$ cat src/rtl/intr_trap_ctrl_if.sv
// Interrupt/trap handshake bundle between the CSR/pipeline side (master)
// and the interrupt trap sequencer (slave).
interface intr_trap_ctrl_if #(
    parameter int N_SRC = 4
);
    logic [N_SRC-1:0] irq_src;
    logic [N_SRC-1:0] irq_mask;
    logic             mie_global;
    logic             irq_ack;
    logic             mret;
    logic             irq_req;
    logic [31:0]      irq_cause;
    logic             trap_active;
    logic [N_SRC-1:0] irq_pending;

    modport master (
        output irq_src, irq_mask, mie_global, irq_ack, mret,
        input  irq_req, irq_cause, trap_active, irq_pending
    );

    modport slave (
        input  irq_src, irq_mask, mie_global, irq_ack, mret,
        output irq_req, irq_cause, trap_active, irq_pending
    );
endinterface

$ cat src/rtl/intr_trap_ctrl.sv
// Interrupt controller / trap sequencer for the 3-stage RISC-V pipeline.
// Edge-detects N_SRC interrupt lines into pending bits, arbitrates among the
// enabled ones and hands a single trap at a time to the pipeline through a
// req/ack handshake. No nesting: a new trap waits until mret retires.
// Build option: define INTR_RR_EN for round-robin arbitration; otherwise the
// lowest eligible index wins and no pointer logic is built.
module intr_trap_ctrl #(
    parameter int N_SRC      = 4,
    parameter int CAUSE_BASE = 16
) (
    input  logic             clk,
    input  logic             reset,
    intr_trap_ctrl_if.slave  bus
);
    localparam int IDX_W = (N_SRC > 1) ? $clog2(N_SRC) : 1;

    typedef enum logic [1:0] {
        IDLE    = 2'd0,
        REQ     = 2'd1,
        SERVICE = 2'd2
    } state_t;

    state_t           state_q, state_d;
    logic [N_SRC-1:0] src_q;
    logic [N_SRC-1:0] pending_q, pending_d;
    logic [N_SRC-1:0] rise, eligible, clear;
    logic             req_q, req_d;
    logic             trap_q, trap_d;
    logic [31:0]      cause_q, cause_d;
    logic [IDX_W-1:0] grant_q, grant_d;
    logic [IDX_W-1:0] pick;
    logic             found;

    assign rise     = bus.irq_src & ~src_q;
    assign eligible = pending_q & bus.irq_mask;
    assign found    = |eligible;

`ifdef INTR_RR_EN
    logic [IDX_W-1:0] ptr_q, ptr_d;

    // Round-robin pick: eligible source nearest after the last granted index
    always_comb begin
        int start;
        int dist;
        int best;
        pick  = '0;
        best  = N_SRC;
        dist  = 0;
        start = (int'(ptr_q) + 1) % N_SRC;
        for (int i = 0; i < N_SRC; i++) begin
            dist = (i + N_SRC - start) % N_SRC;
            if (eligible[i] && (dist < best)) begin
                best = dist;
                pick = IDX_W'(i);
            end
        end
    end

    // Last-granted pointer, moved only when a trap is acknowledged
    always_ff @(posedge clk) begin
        if (reset) begin
            ptr_q <= IDX_W'(N_SRC - 1);
        end else begin
            ptr_q <= ptr_d;
        end
    end
`else
    // Fixed priority pick: lowest eligible index wins
    always_comb begin
        pick = '0;
        for (int i = N_SRC - 1; i >= 0; i--) begin
            if (eligible[i]) begin
                pick = IDX_W'(i);
            end
        end
    end
`endif

    // Trap sequencing: arbitrate in IDLE, hold the request until ack, then wait for mret
    always_comb begin
        state_d = state_q;
        req_d   = req_q;
        trap_d  = trap_q;
        cause_d = cause_q;
        grant_d = grant_q;
        clear   = '0;
`ifdef INTR_RR_EN
        ptr_d   = ptr_q;
`endif
        case (state_q)
            IDLE: begin
                if (bus.mie_global && found) begin
                    grant_d = pick;
                    cause_d = {1'b1, 31'(CAUSE_BASE + int'(pick))};
                    req_d   = 1'b1;
                    state_d = REQ;
                end
            end
            REQ: begin
                if (bus.irq_ack) begin
                    req_d   = 1'b0;
                    trap_d  = 1'b1;
                    for (int i = 0; i < N_SRC; i++) begin
                        clear[i] = (grant_q == IDX_W'(i));
                    end
`ifdef INTR_RR_EN
                    ptr_d   = grant_q;
`endif
                    state_d = SERVICE;
                end
            end
            SERVICE: begin
                if (bus.mret) begin
                    trap_d  = 1'b0;
                    state_d = IDLE;
                end
            end
            default: begin
                state_d = IDLE;
            end
        endcase
        // A new event on the index being acknowledged survives the clear
        pending_d = (pending_q & ~clear) | rise;
    end

    // State, handshake and pending registers with synchronous reset
    always_ff @(posedge clk) begin
        if (reset) begin
            state_q   <= IDLE;
            src_q     <= '0;
            pending_q <= '0;
            req_q     <= 1'b0;
            trap_q    <= 1'b0;
            cause_q   <= '0;
            grant_q   <= '0;
        end else begin
            state_q   <= state_d;
            src_q     <= bus.irq_src;
            pending_q <= pending_d;
            req_q     <= req_d;
            trap_q    <= trap_d;
            cause_q   <= cause_d;
            grant_q   <= grant_d;
        end
    end

    assign bus.irq_req     = req_q;
    assign bus.irq_cause   = cause_q;
    assign bus.trap_active = trap_q;
    assign bus.irq_pending = pending_q;
endmodule

$ cat src/flat_wrapper.sv
// flat-port wrapper written by rule: the top's interface ports become plain ports
module intr_trap_ctrl_flat 
#(
    parameter int N_SRC      = 4,
    parameter int CAUSE_BASE = 16
)
  (clk, reset, bus_irq_src, bus_irq_mask, bus_mie_global, bus_irq_ack, bus_mret, bus_irq_req, bus_irq_cause, bus_trap_active, bus_irq_pending);
  intr_trap_ctrl_if #(.N_SRC(N_SRC)) bus_i ();
  input  logic clk;
  input  logic reset;
  input wire logic [$bits(bus_i.irq_src)-1:0] bus_irq_src;
  input wire logic [$bits(bus_i.irq_mask)-1:0] bus_irq_mask;
  input wire logic [$bits(bus_i.mie_global)-1:0] bus_mie_global;
  input wire logic [$bits(bus_i.irq_ack)-1:0] bus_irq_ack;
  input wire logic [$bits(bus_i.mret)-1:0] bus_mret;
  output wire logic [$bits(bus_i.irq_req)-1:0] bus_irq_req;
  output wire logic [$bits(bus_i.irq_cause)-1:0] bus_irq_cause;
  output wire logic [$bits(bus_i.trap_active)-1:0] bus_trap_active;
  output wire logic [$bits(bus_i.irq_pending)-1:0] bus_irq_pending;
  assign bus_i.irq_src = bus_irq_src;
  assign bus_i.irq_mask = bus_irq_mask;
  assign bus_i.mie_global = bus_mie_global;
  assign bus_i.irq_ack = bus_irq_ack;
  assign bus_i.mret = bus_mret;
  assign bus_irq_req = bus_i.irq_req;
  assign bus_irq_cause = bus_i.irq_cause;
  assign bus_trap_active = bus_i.trap_active;
  assign bus_irq_pending = bus_i.irq_pending;
  intr_trap_ctrl #(.N_SRC(N_SRC), .CAUSE_BASE(CAUSE_BASE)) u_core (.clk(clk), .reset(reset), .bus(bus_i));
endmodule
$ cat config.mk
export PLATFORM = sky130hd
export DESIGN_NAME = intr_trap_ctrl_flat
export DESIGN_NICKNAME = d
export VERILOG_FILES = /design/src/rtl/intr_trap_ctrl_if.sv /design/src/rtl/intr_trap_ctrl.sv /design/src/flat_wrapper.sv
export SDC_FILE = /design/constraint.sdc
export NUM_CORES = 1
export LEC_CHECK = 0
export CORE_UTILIZATION = 32
export CTS_CLUSTER_DIAMETER = 100
export DETAILED_ROUTE_END_ITERATION = 6
export PLACE_DENSITY = 0.72
export SYNTH_ARGS = -nofsm -noshare
export SYNTH_HDL_FRONTEND = slang
export SYNTH_SLANG_ARGS = --single-unit
$ cat constraint.sdc
create_clock -name clk -period 1.37 [get_ports clk]
set_clock_uncertainty 0.1 [all_clocks]
set_input_delay 0.2055 -clock clk [delete_from_list [all_inputs] [get_ports clk]]
set_output_delay 0.2055 -clock clk [all_outputs]
set_load 0.01 [all_outputs]
After elaboration in Yosys (flattened, before gate mapping)
Cells that the tools add are included.

Register bits after elaboration: 46.

Add/subtract/negate cells: 1. Equal/unequal tests: 8. Multiplexer cells: 16. Bitwise operators: 6. Reduce and logical (&&, ||, !) cells: 10.

Operator list (count): $mux 2 (7); $and 4x4->4 (3); $reduce_and 3->1 (3); $mux 4 (2); $not 4->4 (2); $add 5x2->6 const A (1); $eq 2x2->1 const B (3); $pmux 2 s3 (1); $eq 2x1->1 const B (2); $logic_not 2->1 (2); $mux 1 (4); $ne 2x2->1 const B (2); $or 4x4->4 (1); $pmux 1 s2 (2); $reduce_bool 2->1 (2); $reduce_or 4->1 (1); $ne 2x1->1 const B (1); $reduce_and 2->1 (1); $logic_and 1x1->1 (1).

Logic depth before layout (Yosys ltp)
Depth in word-level cells: 6. Mapped depth: 4. Depth with buffers taken out: 4.

Worst setup path after synthesis
Ideal clock, no wire load.

Path type: flip-flop to flip-flop. From: reg u_core.state_q[1]. To: reg u_core.pending_q[3], in the netlist u_core.bus.irq_pending[3]. Setup time: 0.128 ns. Arrival time: 1.073 ns. Required time: 1.142 ns. Setup slack: 0.069 ns. Stages on the path, launching flop included: 5. Path buffers: 0. Clock period less this slack: 1.301 ns. Path through: dfxtp_1 > nand3b_1 > or3_1 > a21oi_1 > nor2_1.

Word-level cells in the longest chain between the ends: 5.

Ends and longest elaborated chain: start: declaration (line intr_trap_ctrl.sv:23) `state_t state_q, state_d;`; start signal: assignment (line intr_trap_ctrl.sv:137) `state_q <= state_d;`; $eq 2x1->1 (line intr_trap_ctrl.sv:90) `case (state_q)`; $mux 4 (line intr_trap_ctrl.sv:90); $not 4->4 (line intr_trap_ctrl.sv:123) `pending_d = (pending_q & ~clear) | rise;`; $and 4x4->4 (line intr_trap_ctrl.sv:123); $or 4x4->4 (line intr_trap_ctrl.sv:123); end signal: assignment (line intr_trap_ctrl.sv:139) `pending_q <= pending_d;`; end: declaration (line intr_trap_ctrl.sv:25) `logic [N_SRC-1:0] pending_q, pending_d;`.

Every way passes these cells. A chain may end at the register's enable or synchronous reset.

Worst setup path in the final report
From: in bus_mie_global. To: reg u_core.grant_q[0].

Word-level cells in the longest chain between the ends: 2.

Ends and longest elaborated chain: start: declaration (line flat_wrapper.sv:13) `input wire logic [$bits(bus_i.mie_global)-1:0] bus_mie_global;`; $logic_and 1x1->1 (line intr_trap_ctrl.sv:92) `if (bus.mie_global && found) begin`; $reduce_and 2->1 (no source line); end signal: assignment (line intr_trap_ctrl.sv:143) `grant_q <= grant_d;`; end: declaration (line intr_trap_ctrl.sv:30) `logic [IDX_W-1:0] grant_q, grant_d;`.

Every way passes these cells.

==> Implementation_results.wiki <==
{| class="wikitable"
! Metric !! Value
|-
| Std-Cell Rows || 17
|-
| Hold Violations, Final || 0
|-
| Number of distinct library cell variants in the gate-level netlist after synthesis || 23
|-
| Proportion of power drawn by combinational gates || 21.9%
|-
| Number of enable flip-flop cells after synthesis || 0
|-
| Maximum level of the CTS H-tree || 1
|-
| Global-route congestion overflow total || 0
|-
| Cell area after synthesis || 811 um2
|-
| Startpoint Class || input pin
|-
| XOR/XNOR share of the synthesized area || 0%
|-
| Via count of the first global-routing pass || approximately 530
|-
| CP arrival || 1.45 ns
|-
| Half-perimeter wire length of the detailed placement result || 1160 um
|-
| Number of buffers created by CTS || 3
|-
| Worst reg-to-reg setup slack || 0.06 ns
|-
| Amount of wire on met3 after detailed routing || around 160 um
|-
| Core outline area || 2300 um2
|-
| Total wire length after detailed routing || around 1500 um
|-
| Cell Count Post-Placement || 146
|-
| Syn Inst Count || 92
|-
| Cell type with the largest total area after synthesis || sky130_fd_sc_hd__dfxtp_1
|-
| Final instance area || slightly above 1000 um2
|-
| Simple-gate share of the synthesized area || 15.4%
|-
| Part of the total power dissipated in sequential elements || between 50 and 60%
|-
| Wire length of the first global-routing pass || 2390 um
|-
| Final Cycle Share || 96.5%
|-
| Crit path buffers/inverters || 1
|-
| Number of max-cap violations || 0
|-
| Total iterations of the first detailed-routing run || 4
|-
| Relative area change from synthesis to final layout || 27.8%
|-
| Combinational family with the most area after synthesis || buffers and inverters
|-
| Max IR drop VDD || 0.573 mV
|-
| Vertical extent of the die || 52.3 um
|-
| Source-to-sink clock delay at the later pin of the worst-skew pair || 0.28 ns
|-
| Final layout net count || 136
|-
| Total clock sinks || 15
|-
| Pwr/cell area || 928 nW/um2
|-
| Mean cell area of the mapped netlist || 8.81 um2
|-
| Gate family responsible for the most delay along the worst path || compound AO/OA/AOI/OAI gates
|-
| Post-layout min period || 1.32 ns
|-
| Number of diodes || 0
|-
| Area used by sequential logic in the layout || a little over 300 um2
|-
| Max-slew violation count || 0
|-
| Crit path max fanout || 3
|-
| Crit path capture type || flip-flop
|-
| Data required time of the worst path || 1.50 ns
|-
| Primary flip-flop cell chosen by synthesis mapping || sky130_fd_sc_hd__dfxtp_1
|-
| Standard cell area after detailed placement || 998 um2
|-
| GRT Total Usage || 11.8%
|-
| Share of cell area taken by muxes after synthesis || 0%
|-
| Clock transition at the registers of the reported paths || approximately 0.09 ns
|-
| Series of cell instances along the critical path || clkdlybuf4s50_1 -> nor3b_4 -> o21ai_2 -> a2111oi_1 -> a31o_2
|-
| Number of non-filler instances in the completed layout || 150
|-
| Crit Path Category || in2reg
|-
| Utilization of the core after routing || between 40% and 50%
|-
| Power dissipated by switching net loads || 281 uW
|-
| Vias per std cell || roughly 4.2
|-
| Number of storage elements in the synthesis netlist || 15
|-
| Met2 Wirelength || 660 um
|-
| Number of antenna violations at the first check in global routing || 0
|-
| Cell type of the slowest stage on the worst timing path || sky130_fd_sc_hd__clkdlybuf4s50_1
|-
| Die outline width || 52.3 um
|-
| TritonCTS clock tree || done
|-
| Area of the die || roughly 2700 um2
|-
| Final Wtd Congestion || 0.808
|-
| Seq/Total Area, Yosys || between 30% and 40%
|-
| Ys async rst share || 0%
|-
| Top cell types by occurrence after synthesis || sky130_fd_sc_hd__buf_4 (29), sky130_fd_sc_hd__dfxtp_1 (15), sky130_fd_sc_hd__a21oi_1 (9), sky130_fd_sc_hd__nor2b_1 (6)
|-
| Vias || around 640
|-
| Top-level port count || 51
|-
| Clock root buffer master || sky130_fd_sc_hd__clkbuf_4
|-
| Complex-gate fraction of the synthesized area || 17.4%
|-
| Detailed-route wire length per cell || 10.1 um
|-
| Clock power frac || 26.5%
|-
| Largest net degree at the start of global routing || 10
|-
| Fill count || 228
|-
| Synth area leaders || sky130_fd_sc_hd__dfxtp_1 (37%), sky130_fd_sc_hd__buf_4 (27%), sky130_fd_sc_hd__a21oi_1 (5.6%)
|-
| Count leader, synth || sky130_fd_sc_hd__buf_4
|-
| Total chip power || about 960 uW
|-
| Post-CTS setup repair buffer count || 0
|-
| Highest metal layer used by the detailed router || met3
|-
| Deepest clock path buffer count || 2
|-
| Starting utilization of the core area || 35.3%
|-
| Final hold slack || 0.354 ns
|-
| Post-synthesis adder-cell area fraction || 0%
|-
| Proportion of layout cells with a drive suffix above 1 || 18.9%
|-
| Yosys warnings || 0
|-
| Setup violations, final || 0
|-
| Wire length on met1 || 692 um
|-
| Post-DRT Antenna Nets || 0
|-
| Footprint of the multi-input gates || just under 400 um2
|-
| Portion of synthesized cell area occupied by the leading cell type || 37.0%
|-
| Leakage power of the design || approximately 0.00047 uW
|-
| Number of port buffers || 22
|-
| Internal Dissipation || 681 uW
|-
| Number of violations reported at the end of detailed-routing iteration 0 || 11
|-
| Post-CTS Hold Fix Bufs || 0
|-
| Maximum cell stage delay along the critical path || 0.46 ns
|-
| DRC violations left || 0
|-
| Run status || completed
|-
| Maximum clock frequency || 756 MHz
|-
| Share of total power consumed by net switching || 29.2%
|-
| Hold WC Path Type || reg2reg
|}
[power groups by stage]
| stage | Sequential (uW) | Combinational [uW] | Clock (uW) |
|---|---|---|---|
| after floorplan | 506 | 161 | 0 |
| after global placement | 502 | 218 | 0 |
| after detailed placement | 502 | 222 | 0 |
| after CTS | 494 | 207 | 262 |
| after global routing | 501 | 233 | 288 |
| final | 496 | 210 | 255 |
[registers in the layout, summed over array words and instances, names as in the netlist]
name	flops
u_core.bus.irq_cause	2
u_core.grant_q	1
u_core.bus.trap_active	1
u_core.src_q	4
u_core.bus.irq_pending	4
u_core.state_q	2
u_core.bus.irq_req	1
[per-stage QoR]
stage | TNS, ns | setup slack (ns)
after floorplan | 0 | 0.0689
after global placement | -1.11 | -0.215
after detailed placement | -1.38 | -0.266
after CTS | 0 | 0.0273
after global routing | -0.00586 | -0.00586
final | 0 | 0.0473
[worst min-delay path: stages, from the launching register on]
cell	delay [ns]
sky130_fd_sc_hd__dfxtp_1	0.32
sky130_fd_sc_hd__nand2_1	0.05
sky130_fd_sc_hd__a21oi_1	0.05
[final timing paths]
path / end / start / cells past startpoint
max: u_core.grant_q[0]$_SDFFE_PP0P_ / bus_mie_global / 5
min reg2reg: u_core.bus.irq_req$_SDFFE_PP0P_ / u_core.bus.irq_req$_SDFFE_PP0P_ / 2
min: u_core.bus.irq_req$_SDFFE_PP0P_ / u_core.bus.irq_req$_SDFFE_PP0P_ / 2
max reg2reg: u_core.grant_q[0]$_SDFFE_PP0P_ / u_core.state_q[0]$_SDFFE_PP0P_ / 4
[layer usage]
metal | GRT usage [%] | vias to the layer above
met5 | 0 | -
met4 | 3.95 | 0
met3 | 4.35 | 0
met2 | 19.2 | 46
met1 | 14.2 | 277
li1 | - | 313
[cells by family after synthesis]
logic type             Yosys count
AND/OR/NAND/NOR                 20
flip-flops                      15
buffers and inverters           35
other                            1
AO/OA/AOI/OAI                   21
[cell usage in the layout (no fill, tap or decap)]
cell type	n
sky130_fd_sc_hd__nand3b_1	1
sky130_fd_sc_hd__a2111oi_1	1
sky130_fd_sc_hd__a22o_1	2
sky130_fd_sc_hd__a21oi_1	8
sky130_fd_sc_hd__a211oi_1	1
sky130_fd_sc_hd__clkdlybuf4s50_1	12
sky130_fd_sc_hd__o31ai_1	2
sky130_fd_sc_hd__or3_1	1
sky130_fd_sc_hd__or3_4	1
sky130_fd_sc_hd__a21oi_2	1
sky130_fd_sc_hd__nor2b_1	6
sky130_fd_sc_hd__o21ai_2	1
sky130_fd_sc_hd__nor3b_4	1
sky130_fd_sc_hd__o31ai_2	1
sky130_fd_sc_hd__inv_1	5
sky130_fd_sc_hd__conb_1	28
sky130_fd_sc_hd__buf_4	7
sky130_fd_sc_hd__a32oi_1	1
sky130_fd_sc_hd__clkinv_2	1
sky130_fd_sc_hd__nor2_1	1
sky130_fd_sc_hd__dlygate4sd2_1	10
sky130_fd_sc_hd__dfxtp_1	9
sky130_fd_sc_hd__nand2b_1	3
sky130_fd_sc_hd__o21ai_0	1
sky130_fd_sc_hd__o41ai_1	1
sky130_fd_sc_hd__a31o_2	1
sky130_fd_sc_hd__nand2_1	5
sky130_fd_sc_hd__and2b_1	1
sky130_fd_sc_hd__clkbuf_4	3
sky130_fd_sc_hd__dfxtp_2	6
[repair_timing]
action,4_1_cts,5_1_grt
setup endpoints to repair,11,3
endpoints found under the hold margin,0,0
resized for setup,15,5
cloned,0,0
[final cells by class]
cell class                      count  share of cell area [%]
Inverter                            5                    1.81
Tap cell                           28                    3.38
Clock inverter                      1                   0.483
Sequential cell                    15                    29.7
Multi-Input combinational cell     69                    37.3
Clock buffer                        3                    2.17
Timing Repair Buffer               29                    25.1
Note: power is estimated with default switching activity, not from simulation.
